[src/rtl/mux_rr_arbiter.sv]
// mux_rr_arbiter: 8-way round-robin arbiter that registers the granted word
// and holds it until the downstream side accepts it (o_valid && o_ready).
// Optional feature macro MUX_RR_BURST_EN: when defined, a requester that still
// asserts req at its transfer is re-granted for up to 4 consecutive words.
module mux_rr_arbiter #(
    parameter int width  = 4,
    parameter int swidth = 3
) (
    input  logic                  clk,
    input  logic                  rst_n,
    input  logic [width-1:0]      i0,
    input  logic [width-1:0]      i1,
    input  logic [width-1:0]      i2,
    input  logic [width-1:0]      i3,
    input  logic [width-1:0]      i4,
    input  logic [width-1:0]      i5,
    input  logic [width-1:0]      i6,
    input  logic [width-1:0]      i7,
    input  logic [2**swidth-1:0]  req,
    output logic [width-1:0]      o,
    output logic                  o_valid,
    input  logic                  o_ready,
    output logic [swidth-1:0]     sel,
    output logic [2**swidth-1:0]  gnt,
    output logic [2**swidth-1:0]  ack
);

    localparam int NREQ = 2**swidth;

    typedef enum logic {IDLE, BUSY} state_t;

    state_t                 state_q;
    logic [swidth-1:0]      ptr_q;
    logic [width-1:0]       o_q;
    logic [swidth-1:0]      sel_q;
    logic [NREQ-1:0]        gnt_q;
    logic                   valid_q;

`ifdef MUX_RR_BURST_EN
    localparam int BURST_MAX = 4;
    logic [2:0]             burstCnt_q;
`endif

    logic [width-1:0]       inArr [NREQ];
    logic [swidth-1:0]      searchStart_d;
    logic [NREQ-1:0]        searchReq_d;
    logic [swidth-1:0]      cand_d;
    logic                   winHit_d;
    logic [swidth-1:0]      winIdx_d;

    assign inArr[0] = i0;
    assign inArr[1] = i1;
    assign inArr[2] = i2;
    assign inArr[3] = i3;
    assign inArr[4] = i4;
    assign inArr[5] = i5;
    assign inArr[6] = i6;
    assign inArr[7] = i7;

    // Pick the next winner: from ptr when idle, or from just after the current
    // grant (current requester excluded) when a transfer completes while busy.
    always_comb begin
        searchStart_d = (state_q == BUSY) ? sel_q + swidth'(1) : ptr_q;
        searchReq_d   = (state_q == BUSY) ? (req & ~gnt_q) : req;
        cand_d        = '0;
        winHit_d      = 1'b0;
        winIdx_d      = '0;
        for (int k = 0; k < NREQ; k++) begin
            cand_d = searchStart_d + swidth'(k);
            if (!winHit_d && searchReq_d[cand_d]) begin
                winHit_d = 1'b1;
                winIdx_d = cand_d;
            end
        end
    end

    // Grant/hold/transfer state machine; all outputs except ack are registered.
    always_ff @(posedge clk or negedge rst_n) begin
        if (!rst_n) begin
            state_q    <= IDLE;
            ptr_q      <= '0;
            o_q        <= '0;
            sel_q      <= '0;
            gnt_q      <= '0;
            valid_q    <= 1'b0;
`ifdef MUX_RR_BURST_EN
            burstCnt_q <= '0;
`endif
        end else begin
            case (state_q)
                IDLE: begin
                    if (winHit_d) begin
                        state_q    <= BUSY;
                        o_q        <= inArr[winIdx_d];
                        sel_q      <= winIdx_d;
                        gnt_q      <= NREQ'(1) << winIdx_d;
                        valid_q    <= 1'b1;
`ifdef MUX_RR_BURST_EN
                        burstCnt_q <= 3'd1;
`endif
                    end
                end
                BUSY: begin
                    if (o_ready) begin
`ifdef MUX_RR_BURST_EN
                        if (req[sel_q] && (burstCnt_q < 3'(BURST_MAX))) begin
                            o_q        <= inArr[sel_q];
                            burstCnt_q <= burstCnt_q + 3'd1;
                        end else
`endif
                        begin
                            ptr_q <= sel_q + swidth'(1);
                            if (winHit_d) begin
                                o_q        <= inArr[winIdx_d];
                                sel_q      <= winIdx_d;
                                gnt_q      <= NREQ'(1) << winIdx_d;
`ifdef MUX_RR_BURST_EN
                                burstCnt_q <= 3'd1;
`endif
                            end else begin
                                state_q <= IDLE;
                                valid_q <= 1'b0;
                                gnt_q   <= '0;
                            end
                        end
                    end
                end
                default: state_q <= IDLE;
            endcase
        end
    end

    assign o       = o_q;
    assign o_valid = valid_q;
    assign sel     = sel_q;
    assign gnt     = gnt_q;
    assign ack     = (valid_q && o_ready) ? gnt_q : '0;

endmodule

[config.mk]
export PLATFORM = sky130hd
export DESIGN_NAME = mux_rr_arbiter
export DESIGN_NICKNAME = d
export VERILOG_FILES = /design/src/rtl/mux_rr_arbiter.sv
export SDC_FILE = /design/constraint.sdc
export NUM_CORES = 1
export LEC_CHECK = 0
export CAP_MARGIN = 20
export CORE_MARGIN = 10
export CORE_UTILIZATION = 45
export CTS_BUF_LIST = sky130_fd_sc_hd__clkbuf_2 sky130_fd_sc_hd__clkbuf_4 sky130_fd_sc_hd__clkbuf_8
export CTS_CLUSTER_SIZE = 25
export DETAILED_ROUTE_END_ITERATION = 8
export PLACE_DENSITY = 0.77
export SKIP_CTS_REPAIR_TIMING = 1
export SLEW_MARGIN = 10
export SYNTH_ARGS = -nofsm -noshare
export SYNTH_HDL_FRONTEND = slang
export SYNTH_SLANG_ARGS = --single-unit
[constraint.sdc]
create_clock -name clk -period 7.54 [get_ports clk]
set_input_delay 1.508 -clock clk [delete_from_list [all_inputs] [get_ports clk]]
set_output_delay 1.508 -clock clk [all_outputs]
set_load 0.05 [all_outputs]
# After elaboration in Yosys (flattened, before gate mapping)
# Cells that the tools add are included.
[word_totals]
in_bits = 43
out_inout_bits = 24
register_bits = 20
[classes]
muxes = 55
n_shift = 1
bitwise_logic = 4
n_addsub = 8
order_cmp = 9
reduce_logical = 18
n_eq_ne = 3
[op_table]
columns = ["cell", "n"]
rows = [
  ["8-bit 2-to-1 mux", 5],
  ["3-bit 2-to-1 mux", 11],
  ["3-bit by 4-bit less-than comparator with 1-bit output, second input constant", 8],
  ["1-bit binary-select mux with 3-bit select", 8],
  ["1-bit 2-to-1 mux", 21],
  ["4-bit 2-to-1 mux", 4],
  ["8-bit one-hot mux with 2 select lines", 1],
  ["3-bit adder, second input constant", 4],
  ["4-bit binary-select mux with 3-bit select", 1],
  ["8-bit AND", 1],
  ["1-bit logical AND", 8],
  ["8-bit NOT", 1],
  ["4-bit one-hot mux with 2 select lines", 1],
  ["1-bit by 3-bit left shift with 8-bit output, first input constant", 1],
  ["1-bit zero test", 7],
  ["3-bit by 1-bit adder with 3-bit output, second input constant", 2],
  ["3-bit by 2-bit adder with 3-bit output, second input constant", 2],
  ["2-bit inequality test, second input constant", 3],
  ["3-bit one-hot mux with 2 select lines", 1],
  ["4-bit >= comparator, second input constant", 1],
  ["3-bit NOT with 4-bit output", 1],
  ["1-bit one-hot mux with 2 select lines", 2],
  ["2-bit AND reduction", 2],
  ["3-bit AND reduction", 1],
  ["1-bit NOT", 1],
]

# Longest topological paths before layout
# Gate-level depths: netlist (run 1).
[logic_depth]
depth_word = 34
depth_mapped = 14
ltp_nobuf = 13

# Worst setup path before layout (run 1)
# Ideal clock, no wire load.
[synth_path]
kind = "input to register"
startpoint = "input port req[4]"
endpoint = "register o_q[1], in the netlist o[1]"
t_required_ns = 7.407
arrival_time_ns = 3.771
cell_stages = 11
setup_slack_ns = 3.636
setup_ns = 0.133
n_path_buf = 1
cell_sequence = "a21boi_0 a21oi_1 a211oi_1 or2_1 o221ai_1 nand4_2 o211a_1 buf_6 mux2_4 o211ai_1 o211ai_1"
[synth_between]
elab_chain_len = 33
word_cells_on_any_way = 55
classes_between = "mux: 39; bitwise: 2; reduce/logical: 14"
[synth_rtl]
columns = ["item", "line", "text"]
rows = [
  ["start, declared", "19", "input logic [2**swidth-1:0] req,"],
  ["8-bit AND", "64", "searchReq_d = (state_q == BUSY) ? (req & ~gnt_q) : req;"],
  ["8-bit 2-to-1 mux *", "64", ""],
  ["1-bit binary-select mux with 3-bit select", "70", "if (!winHit_d && searchReq_d[cand_d]) begin"],
  ["1-bit 2-to-1 mux (implied by the code)", "70", ""],
  ["1-bit 2-to-1 mux", "70", ""],
  ["1-bit zero test", "70", ""],
  ["1-bit logical AND", "70", ""],
  ["1-bit 2-to-1 mux", "70", ""],
  ["[16 not listed]", "n/a", ""],
  ["1-bit logical AND", "70", ""],
  ["3-bit 2-to-1 mux", "70", ""],
  ["3-bit NOT with 4-bit output (implied by the code)", "94, 114", ""],
  ["4-bit binary-select mux with 3-bit select", "94, 114", ""],
  ["4-bit 2-to-1 mux (implied by the code) (2 in a row)", "94, 114", ""],
  ["4-bit 2-to-1 mux *", "92, 113", ""],
  ["4-bit 2-to-1 mux", "104", "if (o_ready) begin"],
  ["4-bit one-hot mux with 2 select lines *", "90", "case (state_q)"],
  ["end signal, assigned", "94", "o_q <= inArr[winIdx_d];"],
  ["end signal, assigned", "114", "o_q <= inArr[winIdx_d];"],
  ["end, declared", "34", "logic [width-1:0] o_q;"],
]
# Mark *: on every way between the ends. The rest lies on a longest branch, timed or not. The select of a mux whose other input is x is not followed.
# A chain may end at the register's enable or synchronous reset.

# Final worst setup path (run 1)
[layout_path]
startpoint = "input port req[4]"
endpoint = "register o_q[3], in the netlist o[3]"
# The elaborated chain is that of the path after synthesis.

==> qor.yml, run 1 <==
setup_tns_ns: 0
grt_pass1_wl_mm: 11.14
root_buffer: "clkbuf_8"
clock_path_buffers: 2
grt.met3_usage: 0.02244
worst_pin_slew_ns: 0.8772
antenna_found_initial: 0
crit_path_cell_trace: "clkdlybuf4s50_1, a21boi_0, a21oi_1, a211oi_1, or2_1, o221ai_1, nand4_2, o211a_1, mux2_4, o211ai_1, o211ai_1"
skew_ns: 0.003479
worst_path_largest_cell_delay_ns: 0.77
slew_headroom: 0.4134
clkSinkCount: 20
drive_gt1_frac: 0.1107
cts_tree: "yes"
io-pin-count: 67
wl_mm: 6.951
status: "complete, no violations"
rr_endpoint: "o[3]"
end_kind: "register"
register_area_sq_um: 500.5
reg2regPathDepth: 11
hold_viol: 0
worstHoldPathType: "register to register"
ys_ff_latch: 20
crit_path_top_delay_cell: "o211a_1"
yosysWarnings: 0
final_max_slew_viol_count: 0
die_w_um: 89.82
finalWeightedCongestion: 0.9462
coreArea_sq_um: 4723
setup_viol: 0
syn_avg_cell_area_sq_um: 8.880
fin_cells: 374
dp_hpwl_mm: 5.644
syn_area_sq_um: 2193
met2_usage: 0.2863
reg2reg_slack_ns: 3.05
r2r_start: "state_q"
path_common_cell: "o211ai_1"
drt.antenna.violating_nets: 0
synth_cells: 247
initial_core_util: 0.4644
placed_cells: 370
final_common_cell: "clkdlybuf4s50_1"
fmax_mhz: 194.4
clock_latency_ns: 0.25
clkTransAtPathRegs_ns: 0.07
first_pass_iters: 5
ys_seq_area_frac: 0.2282
ys.flop_type: "dfrtp_1"
drt-initial-drc-count: 139
timing.final.crit_share: 0.6824
rows: 25
critical_path_peak_fanout: 21
crit_buf_inv: 1
worstSetupPathType: "input pin to register"
dieHeight_um: 89.82
synth-edff-count: 0
cts-buffers-inserted: 3
multi_input_area_sq_um: 1584
period_needed_ns: 5.145
gr-usage-all-layers: 0.1590
critPathLaunchType: "input pin"
hold_end: "sel[1]"
grt_pass1_vias: 2227
syn-num-nets: 293
final_cell_mix: "66 x clkdlybuf4s50_1, 30 x nand2_1, 24 x mux2i_1"
portBuffers: 66
cts_max_level: 1
grtUsageMet1: 0.1976
wl_per_cell_um: 18.59
drc: 0
vias: 2237
worstPathRequired_ns: 7.67
crit_family: "compound AO/OA/AOI/OAI gates"
gr-total-overflow: 0
syn2layout_area_growth_pct: 33.26
ys_async_sr_fraction: 1.000
cp.arrival_ns: 5.27
hold_depth: 2
cap_violations: 0
dieArea_sq_um: 8067
gr-max-usage-layer: "met2"
via_per_inst: 5.981
nFillCells: 410
grt_max_degree: 25
min-delay-start: "sel[1]"
yosysUniqueCellTypes: 60
rsz0062_at_grt: "false"
nets: 354
diodes: 0
cells in the mapped netlist (all sizes together), types with 5 or more instances:
cell type,instances,share of area
nand2,30,0.051
mux2i,25,0.12
dfrtp,20,0.23
mux2,14,0.082
a21oi,12,0.027
inv,9,0.018
o211ai,9,0.031
a21boi,8,0.027
and3,8,0.023
buf,8,0.029
nor2,8,0.018
o21ai,8,0.018
nand2b,6,0.017
nand3,6,0.014
o2111ai,6,0.024
o221ai,6,0.024
nor2b,5,0.014
o41ai,5,0.023
through the flow:
step                cell area (sq um)  hold slack [ns]  setup WS (ns)    util
floorplan                        2193           0.4648          3.636       -
global placement                 2868           0.4926          2.409  0.6072
detailed placement               2868           0.4852          2.224  0.6072
CTS                              2923           0.5199          2.473  0.6188
global route                     2923           0.5502          2.203  0.6188
finish                           2923           0.5145          2.395  0.6188
cell families after synthesis:
logic type,after synthesis,share of synthesized area
adder cells (fa/ha/maj),3,0.01712
AO/OA/AOI/OAI,83,0.2949
flip-flops,20,0.2282
XOR/XNOR,6,0.02396
AND/OR/NAND/NOR,76,0.1780
multiplexers,40,0.2082
buffers and inverters,19,0.04963
state kept, by name (all words and copies together), names as in the netlist:
register / count
o: 4
o_valid: 1
state_q: 1
gnt: 8
sel: 3
ptr_q: 3
routing by layer:
metal,vias up,share of wire
met5,-,0
met3,10,0.041
met2,69,0.51
li1,1083,-
met1,1075,0.44
met4,0,0.011
worst max path at each step:
stage	from	endpoint	depth (start not counted)
3_5_place_dp	req[4]	o[3]	11
2_1_floorplan	req[4]	o[1]	11
5_1_grt	req[4]	o[3]	11
3_3_place_gp	req[4]	o[1]	11
4_1_cts	req[4]	o[3]	11
6_report	req[4]	o[3]	11
layout make-up:
cell class | instances | share of cell area
Clock buffer | 4 | 0.01884
Inverter | 9 | 0.01327
Multi-Input combinational cell | 208 | 0.5420
Sequential cell | 20 | 0.1712
Tap cell | 67 | 0.02868
Timing Repair Buffer | 66 | 0.2260
worst min-delay path: stages, from the launching register on:
cell	delay (ns)
dfrtp_1	0.37
nand2_1	0.06
nand2_1	0.06
Power of run 1 is not shown: default switching activity piles up to over one toggle a cycle in this logic, so the estimate is an artifact.
==> run 2, diff against run 1 <==
--- a/config.mk
+++ b/config.mk
@@ -7,11 +7,11 @@
 export LEC_CHECK = 0
 export CAP_MARGIN = 20
 export CORE_MARGIN = 10
-export CORE_UTILIZATION = 45
+export CORE_UTILIZATION = 44
 export CTS_BUF_LIST = sky130_fd_sc_hd__clkbuf_2 sky130_fd_sc_hd__clkbuf_4 sky130_fd_sc_hd__clkbuf_8
 export CTS_CLUSTER_SIZE = 25
 export DETAILED_ROUTE_END_ITERATION = 8
-export PLACE_DENSITY = 0.77
+export PLACE_DENSITY = 0.79
 export SKIP_CTS_REPAIR_TIMING = 1
 export SLEW_MARGIN = 10
 export SYNTH_ARGS = -nofsm -noshare
==> constraint.sdc (replaced) <==
create_clock -name clk -period 4.69 [get_ports clk]
set_input_delay 0.938 -clock clk [delete_from_list [all_inputs] [get_ports clk]]
set_output_delay 0.938 -clock clk [all_outputs]
set_load 0.05 [all_outputs]
==> run 2 against run 1 <==
Utilization about the same. Critical path depth up 1. Non-clock buffer count up 3. Final cell count up 0.80%. Die area up 1.8%. Clock skew up 0.0014 ns. Routed wire length down 2.1%. Sequential cell count unchanged. Setup slack worse by 1.9 ns. Final area up 1.3%.
==> qor.yml, run 2 (synthesis gave the netlist of run 1 again) <==
dieArea_sq_um: 8209
hold_depth: 2
die_w_um: 90.61
first_pass_iters: 5
dieHeight_um: 90.61
drive_gt1_frac: 0.1194
end_kind: "register"
coreArea_sq_um: 4786
critical_path_peak_fanout: 24
syn2layout_area_growth_pct: 35.03
worstHoldPathType: "register to register"
drt-initial-drc-count: 155
period_needed_ns: 4.228
critPathLaunchType: "register"
rsz0062_at_grt: "false"
drc: 0
cts-buffers-inserted: 3
skew_ns: 0.004919
worstSetupPathType: "register to register"
worstPathRequired_ns: 4.81
dp_hpwl_mm: 5.439
crit_path_cell_trace: "mux2_4, inv_6, ha_1, xnor2_1, mux2i_1, nor2b_1, nand4_2, o211a_1, buf_4, mux2_4, o211ai_1, o211ai_1"
root_buffer: "clkbuf_8"
cts_tree: "yes"
gr-total-overflow: 0
grt_max_degree: 25
cap_violations: 0
wl_per_cell_um: 18.05
clock_latency_ns: 0.26
nFillCells: 413
portBuffers: 66
wl_mm: 6.805
antenna_found_initial: 0
grt_pass1_vias: 2317
hold_viol: 0
io-pin-count: 67
grt_pass1_wl_mm: 11.27
reg2reg_slack_ns: 0.46
reg2regPathDepth: 12
nets: 357
status: "complete, no violations"
via_per_inst: 6.034
setup_tns_ns: 0
initial_core_util: 0.4583
crit_path_top_delay_cell: "dfrtp_1"
final_max_slew_viol_count: 0
clkTransAtPathRegs_ns: 0.08
setup_viol: 0
worst_pin_slew_ns: 0.8990
drt.antenna.violating_nets: 0
gr-usage-all-layers: 0.1593
final_common_cell: "clkdlybuf4s50_1"
worst_path_largest_cell_delay_ns: 0.79
diodes: 0
largest_reg_flops: 8
timing.final.crit_share: 0.9015
clkSinkCount: 20
clock_path_buffers: 2
fmax_mhz: 236.5
cts_max_level: 1
rows: 25
slew_headroom: 0.3988
cp.arrival_ns: 4.34
final_cell_mix: "66 x clkdlybuf4s50_1, 30 x nand2_1, 24 x mux2i_1"
vias: 2275
finalWeightedCongestion: 0.9156
==> run 2: cell count changes in the layout (fill, tap and decap cells not counted), sizes merged <==
cell / before / now
bufinv: 0 / 1
buf: 0 / 3
clkbuf: 4 / 3
==> run 2: worst paths after layout <==
check,start,end
setup / recovery,state_q,o[2]
hold / removal,sel[1],sel[1]
setup reg to reg,state_q,o[2]
hold reg to reg,sel[1],sel[1]
max in group asynchronous,rst_n,o[2]
min in group asynchronous,rst_n,sel[1]
==> run 2: per-layer routing <==
| metal | vias up | GRT usage | share of wire |
|---|---|---|---|
| met5 | - | 0 | 0 |
| met4 | 0 | 0.05040 | 0.011 |
| met3 | 9 | 0.04821 | 0.095 |
| met2 | 110 | 0.2590 | 0.47 |
| met1 | 1067 | 0.1952 | 0.43 |
| li1 | 1089 | - | - |
==> run 2: layout make-up <==
class,instances,area (sq um),area share
Multi-Input combinational cell,208,1584,0.5349
Clock inverter,1,30.03,0.01014
Clock buffer,3,41.29,0.01394
Tap cell,67,83.83,0.02831
Sequential cell,20,500.5,0.1690
Timing Repair Buffer,69,683.2,0.2307
Inverter,9,38.79,0.01310
==> run 2: stage by stage <==
step,hold slack (ns),setup WS [ns],std cells,util,cell area (sq um)
2_1_floorplan,0.4648,0.8314,247,-,2193
3_3_place_gp,0.4830,0.4613,373,0.6039,2890
3_5_place_dp,0.4945,0.3243,373,0.6039,2890
4_1_cts,0.5136,0.5473,377,0.6188,2962
5_1_grt,0.5286,0.2150,377,0.6188,2962
6_report,0.5123,0.4618,377,0.6188,2962
==> run 2: critical path: cells and delay by family, from the launching register on <==
kind,cells,cell delay [ns]
XOR/XNOR,1,0.35
AO/OA/AOI/OAI,3,0.65
multiplexers,3,1.17
flip-flops,1,0.79
buffers and inverters,2,0.30
AND/OR/NAND/NOR,2,0.56
adder cells (fa/ha/maj),1,0.24
Power of run 2 is left out for the same reason.
